<file path="src/rtl/count_snapshot_fifo.sv">
// count_snapshot_fifo
//   Captures snapshots of a free-running WIDTH-bit tick counter into a
//   DEPTH-entry first-word-fall-through FIFO. Each entry holds the captured
//   count and its modular delta from the previous accepted capture. Counter
//   wrap-arounds are counted (saturating) and dropped captures are flagged.
//
// Ports:
//   clock       rising-edge clock
//   reset       asynchronous active-high reset
//   count_in    upstream counter value, sampled every clock
//   capture     push a snapshot of count_in at this edge
//   clear       synchronous flush of FIFO and all status
//   out_ready   sink accepts the head entry
//   out_valid   FIFO non-empty
//   out_count   head entry's captured count (0 when empty)
//   out_delta   head entry's delta from previous accepted capture (0 when empty)
//   level       number of occupied entries, 0..DEPTH
//   wrap_count  saturating count of detected counter wraps
//   overflow    sticky, a capture was dropped because the FIFO was full
module count_snapshot_fifo #(
    parameter int unsigned WIDTH = 8,
    parameter int unsigned DEPTH = 4
) (
    input  logic                       clock,
    input  logic                       reset,
    input  logic [WIDTH-1:0]           count_in,
    input  logic                       capture,
    input  logic                       clear,
    input  logic                       out_ready,
    output logic                       out_valid,
    output logic [WIDTH-1:0]           out_count,
    output logic [WIDTH-1:0]           out_delta,
    output logic [$clog2(DEPTH+1)-1:0] level,
    output logic [WIDTH-1:0]           wrap_count,
    output logic                       overflow
);

    localparam int unsigned PW = (DEPTH > 1) ? $clog2(DEPTH) : 1;
    localparam int unsigned LW = $clog2(DEPTH + 1);

    logic [WIDTH-1:0] cnt_mem_q [DEPTH];
    logic [WIDTH-1:0] cnt_mem_d [DEPTH];
    logic [WIDTH-1:0] dlt_mem_q [DEPTH];
    logic [WIDTH-1:0] dlt_mem_d [DEPTH];

    logic [PW-1:0]    rd_ptr_q, rd_ptr_d;
    logic [PW-1:0]    wr_ptr_q, wr_ptr_d;
    logic [LW-1:0]    level_q, level_d;
    logic [WIDTH-1:0] last_cap_q, last_cap_d;
    logic [WIDTH-1:0] prev_count_q, prev_count_d;
    logic             prev_ok_q, prev_ok_d;
    logic [WIDTH-1:0] wrap_count_q, wrap_count_d;
    logic             overflow_q, overflow_d;

    logic not_empty;
    logic full;
    logic pop;
    logic push;
    logic wrap_seen;

    assign not_empty = (level_q != '0);
    assign full      = (level_q == LW'(DEPTH));

    // clear wins over both push and pop at the same edge
    assign pop       = not_empty && out_ready && !clear;
    // a full FIFO still accepts a capture when the head leaves at the same edge
    assign push      = capture && !clear && (!full || pop);
    assign wrap_seen = prev_ok_q && (count_in < prev_count_q);

    always_comb begin
        cnt_mem_d    = cnt_mem_q;
        dlt_mem_d    = dlt_mem_q;
        rd_ptr_d     = rd_ptr_q;
        wr_ptr_d     = wr_ptr_q;
        level_d      = level_q;
        last_cap_d   = last_cap_q;
        prev_count_d = count_in;
        prev_ok_d    = 1'b1;
        wrap_count_d = wrap_count_q;
        overflow_d   = overflow_q;

        if (clear) begin
            rd_ptr_d     = '0;
            wr_ptr_d     = '0;
            level_d      = '0;
            last_cap_d   = '0;
            prev_ok_d    = 1'b0;
            wrap_count_d = '0;
            overflow_d   = 1'b0;
        end else begin
            if (wrap_seen && (wrap_count_q != '1)) begin
                wrap_count_d = wrap_count_q + WIDTH'(1);
            end

            if (pop) begin
                rd_ptr_d = rd_ptr_q + PW'(1);
            end

            if (push) begin
                cnt_mem_d[wr_ptr_q] = count_in;
                dlt_mem_d[wr_ptr_q] = count_in - last_cap_q;
                wr_ptr_d            = wr_ptr_q + PW'(1);
                last_cap_d          = count_in;
            end else if (capture) begin
                // dropped: last_cap is kept so the next delta spans the gap
                overflow_d = 1'b1;
            end

            if (push && !pop) begin
                level_d = level_q + LW'(1);
            end else if (pop && !push) begin
                level_d = level_q - LW'(1);
            end
        end
    end

    always_ff @(posedge clock or posedge reset) begin
        if (reset) begin
            for (int i = 0; i < int'(DEPTH); i++) begin
                cnt_mem_q[i] <= '0;
                dlt_mem_q[i] <= '0;
            end
            rd_ptr_q     <= '0;
            wr_ptr_q     <= '0;
            level_q      <= '0;
            last_cap_q   <= '0;
            prev_count_q <= '0;
            prev_ok_q    <= 1'b0;
            wrap_count_q <= '0;
            overflow_q   <= 1'b0;
        end else begin
            cnt_mem_q    <= cnt_mem_d;
            dlt_mem_q    <= dlt_mem_d;
            rd_ptr_q     <= rd_ptr_d;
            wr_ptr_q     <= wr_ptr_d;
            level_q      <= level_d;
            last_cap_q   <= last_cap_d;
            prev_count_q <= prev_count_d;
            prev_ok_q    <= prev_ok_d;
            wrap_count_q <= wrap_count_d;
            overflow_q   <= overflow_d;
        end
    end

    // Head is masked with not_empty so stale storage never shows on an empty FIFO.
    always_comb begin
        out_valid  = not_empty;
        out_count  = not_empty ? cnt_mem_q[rd_ptr_q] : '0;
        out_delta  = not_empty ? dlt_mem_q[rd_ptr_q] : '0;
        level      = level_q;
        wrap_count = wrap_count_q;
        overflow   = overflow_q;
    end

endmodule

</file>
<file path="config.mk">
export PLATFORM = sky130hd
export DESIGN_NAME = count_snapshot_fifo
export DESIGN_NICKNAME = d
export VERILOG_FILES = /design/src/rtl/count_snapshot_fifo.sv
export SDC_FILE = /design/constraint.sdc
export NUM_CORES = 1
export LEC_CHECK = 0
export ABC_CLOCK_PERIOD_IN_PS = 2640
export BUFFER_PORTS_ARGS = -buffer_cell sky130_fd_sc_hd__buf_2
export CAP_MARGIN = 5
export CORE_MARGIN = 10
export CORE_UTILIZATION = 40
export CTS_CLUSTER_SIZE = 40
export DETAILED_ROUTE_END_ITERATION = 6
export PLACE_DENSITY = 0.62
export SLEW_MARGIN = 25
export SYNTH_ARGS = -nofsm -noshare
export SYNTH_HDL_FRONTEND = slang
export SYNTH_SLANG_ARGS = --single-unit
</file>
<file path="constraint.sdc">
create_clock -name clock -period 2.64 [get_ports clock]
set_input_delay 0.132 -clock clock [delete_from_list [all_inputs] [get_ports clock]]
set_output_delay 0.132 -clock clock [all_outputs]
set_load 0.01 [all_outputs]
</file>
# After elaboration in Yosys (flattened, before gate mapping)
# Cells that the tools add are included.
[totals] ff_bits=97 latchBits=0 ramBits=0 mem_bits_ro=0 out_inout_bits=29 mem_count=0
[op_classes] add_sub_neg=6 n_mul=0 div_mod_pow=0 order_cmp=4 n_eq_ne=3 shifts=0 muxes=27 n_bitwise=3 n_reduce_logical=22
[op_table] op="$mux 8" n=11
[op_table] op="$bwmux 32" n=2
[op_table] op="$bmux 8 s2" n=2
[op_table] op="$demux 8 s2" n=1
[op_table] op="$logic_and 1x1->1" n=9
[op_table] op="$mux 3" n=3
[op_table] op="$add 8x1->8 const B" n=1
[op_table] op="$lt 8x8->1" n=1
[op_table] op="$mux 2" n=4
[op_table] op="$ne 8x8->1 const B" n=1
[op_table] op="$reduce_bool 2->1" n=4
[op_table] op="$sub 8x8->8" n=1
[op_table] op="$ge 3x3->1 const B" n=2
[op_table] op="$not 2->3" n=2
[op_table] op="$reduce_bool 3->1" n=2
[op_table] op="$add 2x1->2 const B" n=2
[op_table] op="$logic_not 1->1" n=4
[op_table] op="$mux 1" n=4
[op_table] op="$reduce_and 2->1" n=2
[op_table] op="$add 3x1->3 const B" n=1
[op_table] op="$eq 3x3->1 const B" n=1
[op_table] op="$lt 3x1->1 const B" n=1
[op_table] op="$sub 3x1->3 const B" n=1
[op_table] op="$ne 2x2->1 const B" n=1
[op_table] op="2 further kinds" n=2

# Depth between registers and ports, before layout
[logic_depth] ltp_word=10 depth_mapped=10

# Worst setup path after synthesis
# OpenSTA, ideal clock, no wires.
[synth_path] path_kind="reg-to-reg" startpoint="register level_q[1], in the netlist level[1]" endpoint="register level_q[2], in the netlist level[2]" t_arrival_ps=2114 path_slack_ps=394 path_stages_with_launch=7 path_cell_list="dfrtp_1 nor4b_1 nor3_1 fa_1 o41ai_2 xnor2_1 nor2_1"
[synth_via] elab_chain_len=8 word_cells_on_any_way=17 classes_between="2 x add/sub; 1 x eq/ne; 3 x mux; 11 x reduce/logical"
[synth_rtl] item="start, declared" line_no="48" text="logic [LW-1:0] level_q, level_d;"
[synth_rtl] item="start signal, assigned" line_no="136" text="level_q <= level_d;"
[synth_rtl] item="parallel branches: the longest is 8 deep, another holds $sub 3x1->3"
# Parallel ways; which one is timed is not known. The select of a mux whose other input is x is not followed.
# A chain may end at the register's enable or synchronous reset.

# Final worst setup path
[layout_path] startpoint="input count_in[5]" endpoint="register wrap_count_q[5], in the netlist wrap_count[5]"
[layout_via] elab_chain_len=4
[layout_rtl] item="start, declared" line_no="26" text="input logic [WIDTH-1:0] count_in,"
[layout_rtl] item="$lt 8x8->1" line_no="68" text="assign wrap_seen = prev_ok_q && (count_in < prev_count_q);"
[layout_rtl] item="$logic_and 1x1->1" line_no="68"
[layout_rtl] item="$logic_and 1x1->1" line_no="91" text="if (wrap_seen && (wrap_count_q != '1)) begin"
[layout_rtl] item="$reduce_bool 2->1 (no line)"
[layout_rtl] item="end signal, assigned" line_no="140" text="wrap_count_q <= wrap_count_d;"
[layout_rtl] item="end, declared" line_no="52" text="logic [WIDTH-1:0] wrap_count_q, wrap_count_d;"
# Every way passes these cells.

==> flow_summary_export.csv <==
group,metric,value,unit
status,status,"completed",
worst_setup_path,crit_buf_inv,2,
placed_design,hpwl,7780,um
detailed_routing,drc,0,
floorplanning,chipWidth,132,um
yosys,ys_types,46,
worst_setup_path,timing.rr.end,"cnt_mem_q[19]",
power,p_clk_share,21.8,%
worst_setup_path,cp_top_family,"buffers and inverters",
power,p_sw,1840,uW
finish,n_antenna_cell,0,
sta,setup_viol,0,
yosys,synth.cell_area,0.00501,mm^2
power,intPower,3750,uW
worst_setup_path,reg2reg_depth,3,
grt,grt_pass1_vias,3524,
floorplanning,num_io_pins,42,
worst_setup_path,cp_cell_sequence,"dlygate4sd3_1 > buf_2 > ha_1 > a2111oi_1 > a211oi_2 > nor4b_1 > mux2_2",
yosys,synth_warnings,0,
power,power_density,968,mW/mm^2
worst_setup_path,crit_type,"in -> reg",
worst_setup_path,crit_end,"wrap_count[5]",
clocking,cts_max_level,3,
worst_setup_path,endpoint_kind,"flip-flop",
sta,worst_slack,0.365,ns
power,power_frac_comb,37.3,%
yosys,synthCells,441,
floorplanning,start_util,41.3,%
sta,fin_crit,2.27,ns
grt,grt_start_max_net_pins,47,
clocking,cts_tree,"done",
clocking,worstSkewPairLatency,0.35,ns
sta,finClkSkew,0.00339,ns
sta,rsz0062_at_grt,"no",
placed_design,routabilityCongestion,0.808,
yosys,syn_avg_cell_area,11.4,um^2
detailed_routing,routed_wl,11100,um
clocking,root_buffer,"clkbuf_16",
power,sw_frac_of_total,32.8,%
power,pwr-share-seq,40.9,%
worst_setup_path,worstPathArrival,2.51,ns
clocking,post_cts_buffers,0,
worst_setup_path,cpPeakStageDelay,0.53,ns
worst_setup_path,rrSetupSlack,0.53,ns
yosys,synth_seq_area_share,48.5,%
detailed_routing,firstDrtPassIters,4,
clocking,clock_path_buffers,2,
worst_setup_path,path_max_fanout,9,
placed_design,numPortBuffers,41,
floorplanning,placementRows,40,
grt,met3_usage,4.04,%
clocking,cts_made_buffers,9,
worst_setup_path,required,2.87,ns
grt,use_met1,16.3,%
grt,grt_pass1_wl,18500,um
yosys,synth.ff_latch_count,97,
grt,overflow,0,
detailed_routing,drt-initial-drc-count,168,
yosys,synth_edf_count,0,
sta,tightest_slew,0.766,ns
detailed_routing,ant_nets,0,
min_path,holdCritPathClass,"in -> reg",
grt,use_met2,21.2,%
detailed_routing,via_per_inst,5.18,
sta,finalCritPeriodShare,86.2,%
sta,hold_viol,0,
sta,max-slew-margin-rel,48.6,%
worst_setup_path,cp_slowest_cell,"dlygate4sd3_1",
placed_design,pre_cts_slack,0.498,ns
detailed_routing,wl_per_cell,16.6,um
clocking,clkTransAtPathRegs,0.06,ns
yosys,synthArstFlopShare,100,%
floorplanning,die-area,0.0174,mm^2
floorplanning,die_y,132,um
grt,antenna_found_initial,0,
sta,drv_slew,0,
finish,drive_gt1_share,27.3,%
finish,nets,528,
finish,area_delta_synth_final,15.3,%
power,power.leakage,0.00266,uW
sta,setup_tns,0,ns
floorplanning,core,0.0121,mm^2
grt,grtUsageTotal,13.2,%
yosys,synthFlopType,"dfrtp_1",
run,cap_violations,0,
worst_setup_path,crit_start,"count_in[5]",
sta,timing.fmax,440,MHz
power,peakVddDrop,0.387,mV
worst_setup_path,r2r_start,"level[0]",
grt,busiest_layer,"met2",
worst_setup_path,crit_path_start_kind,"input port",
clocking,clock-sinks,97,
detailed_routing,vias,3453,
worst_setup_path,worst-path-stages,7,
yosys,syn-num-nets,475,
## logic make-up (layout without fill, tap and decap cells)
kind of cell    Yosys count  after routing  synth area share, %
buf+inv                  44            102                 4.15
flops                    97             97                 48.5
mux                      64             64                 17.7
simple gates            142            142                 14.4
fa+ha+maj                21             21                 5.55
compound gates           65             65                 8.32
xor+xnor                  8              8                 1.40
## placed cells by master, fill, tap and decap left out, types with 10 or more instances in the layout
cell / n
dfrtp_1: 97
nand2_1: 41
ha_1: 19
inv_1: 21
nor2_1: 36
buf_2: 41
and2_1: 17
mux2i_1: 11
o21ai_0: 31
nor2b_1: 10
mux4_2: 16
buf_4: 15
a21oi_1: 10
mux2_2: 35
## area by class of cell
type | count | area, um^2
fill | 1150 | 6340
sequential | 97 | 2430
multi-input combinational | 300 | 2370
timing repair buffer | 63 | 398
clock buffer | 13 | 260
tap | 168 | 210
inverter | 23 | 90.1
clock inverter | 3 | 15.0
## worst min path at each step
stage,startpoint,endpoint,slack (ns),cells past startpoint
floorplan,count_in[0],prev_count_q[0],0.16,0
global placement,reset,level[0],0.26,2
detailed placement,reset,overflow,0.27,2
CTS,count_in[3],prev_count_q[3],0.002,1
global route,count_in[3],prev_count_q[3],0.004,1
finish,count_in[4],prev_count_q[4],0.01,1
## metrics by stage
stage | hold slack, ns | power, uW | cell area, um^2 | util [%] | std cells
floorplan | 0.163 | 3770 | 5010 | - | 441
global placement | 0.262 | 4360 | 5440 | 44.9 | 645
detailed placement | 0.265 | 4440 | 5440 | 44.9 | 645
CTS | 0.00194 | 5700 | 5770 | 47.7 | 667
global route | 0.00355 | 6030 | 5770 | 47.7 | 667
finish | 0.00952 | 5590 | 5770 | 47.7 | 667
## power by group through the flow
stage,logic (uW),clock network (uW),registers [uW]
6_report,2090,1220,2290
5_1_grt,2350,1330,2350
4_1_cts,2150,1270,2290
3_5_place_dp,2130,0,2310
3_3_place_gp,2090,0,2270
2_1_floorplan,1560,0,2210
## metal layers
layer | vias up | routed length [um]
li1 | 1652 | -
met1 | 1721 | 5180
met2 | 64 | 5230
met3 | 16 | 443
met4 | 0 | 215
met5 | - | 0
## Yosys cell counts (2+ instances only)
| master | number | share of area [%] |
|---|---|---|
| dfrtp_1 | 97 | 48 |
| buf_1 | 2 | 0.15 |
| xnor2_1 | 4 | 0.70 |
| o21ai_0 | 32 | 3.2 |
| buf_6 | 2 | 0.45 |
| a2111oi_2 | 2 | 0.60 |
| nand4_1 | 3 | 0.37 |
| buf_4 | 4 | 0.60 |
| mux2_2 | 35 | 7.9 |
| nand3_1 | 9 | 0.90 |
| o31ai_1 | 4 | 0.60 |
| nor2_1 | 36 | 2.7 |
| a211oi_1 | 4 | 0.60 |
| fa_1 | 2 | 0.80 |
| nand2_1 | 41 | 3.1 |
| xor2_1 | 4 | 0.70 |
| and2_1 | 17 | 2.1 |
| nand4_2 | 4 | 1.0 |
| or2_2 | 2 | 0.25 |
| a21oi_1 | 10 | 1.0 |
| clkbuf_1 | 3 | 0.22 |
| mux2i_1 | 11 | 2.2 |
| nor2b_1 | 10 | 1.2 |
| mux4_2 | 16 | 7.2 |
| nor3_1 | 5 | 0.50 |
| nand2b_1 | 2 | 0.25 |
| inv_1 | 22 | 1.6 |
| nor4b_1 | 2 | 0.35 |
| ha_1 | 19 | 4.7 |
| o21a_1 | 4 | 0.60 |
| o211ai_1 | 3 | 0.45 |
| or3_1 | 6 | 0.75 |
| mux2_1 | 2 | 0.45 |
| buf_2 | 10 | 1.0 |
## flip-flops by register name (all words and copies together), names as in the netlist
name and count:
prev_count_q 8, cnt_mem_q 32, prev_ok_q 1, level 3
last_cap_q 8, rd_ptr_q 2, dlt_mem_q 32, wrap_count 8
wr_ptr_q 2, overflow 1
## what timing repair did
item / 4_1_cts / 5_1_grt
hold endpoints to repair: 31 / 0
setup endpoints to repair: 0 / 0
hold buffers: 6 / 0
gates resized for setup: 0 / 0
Power figures use the tool's default switching activity.
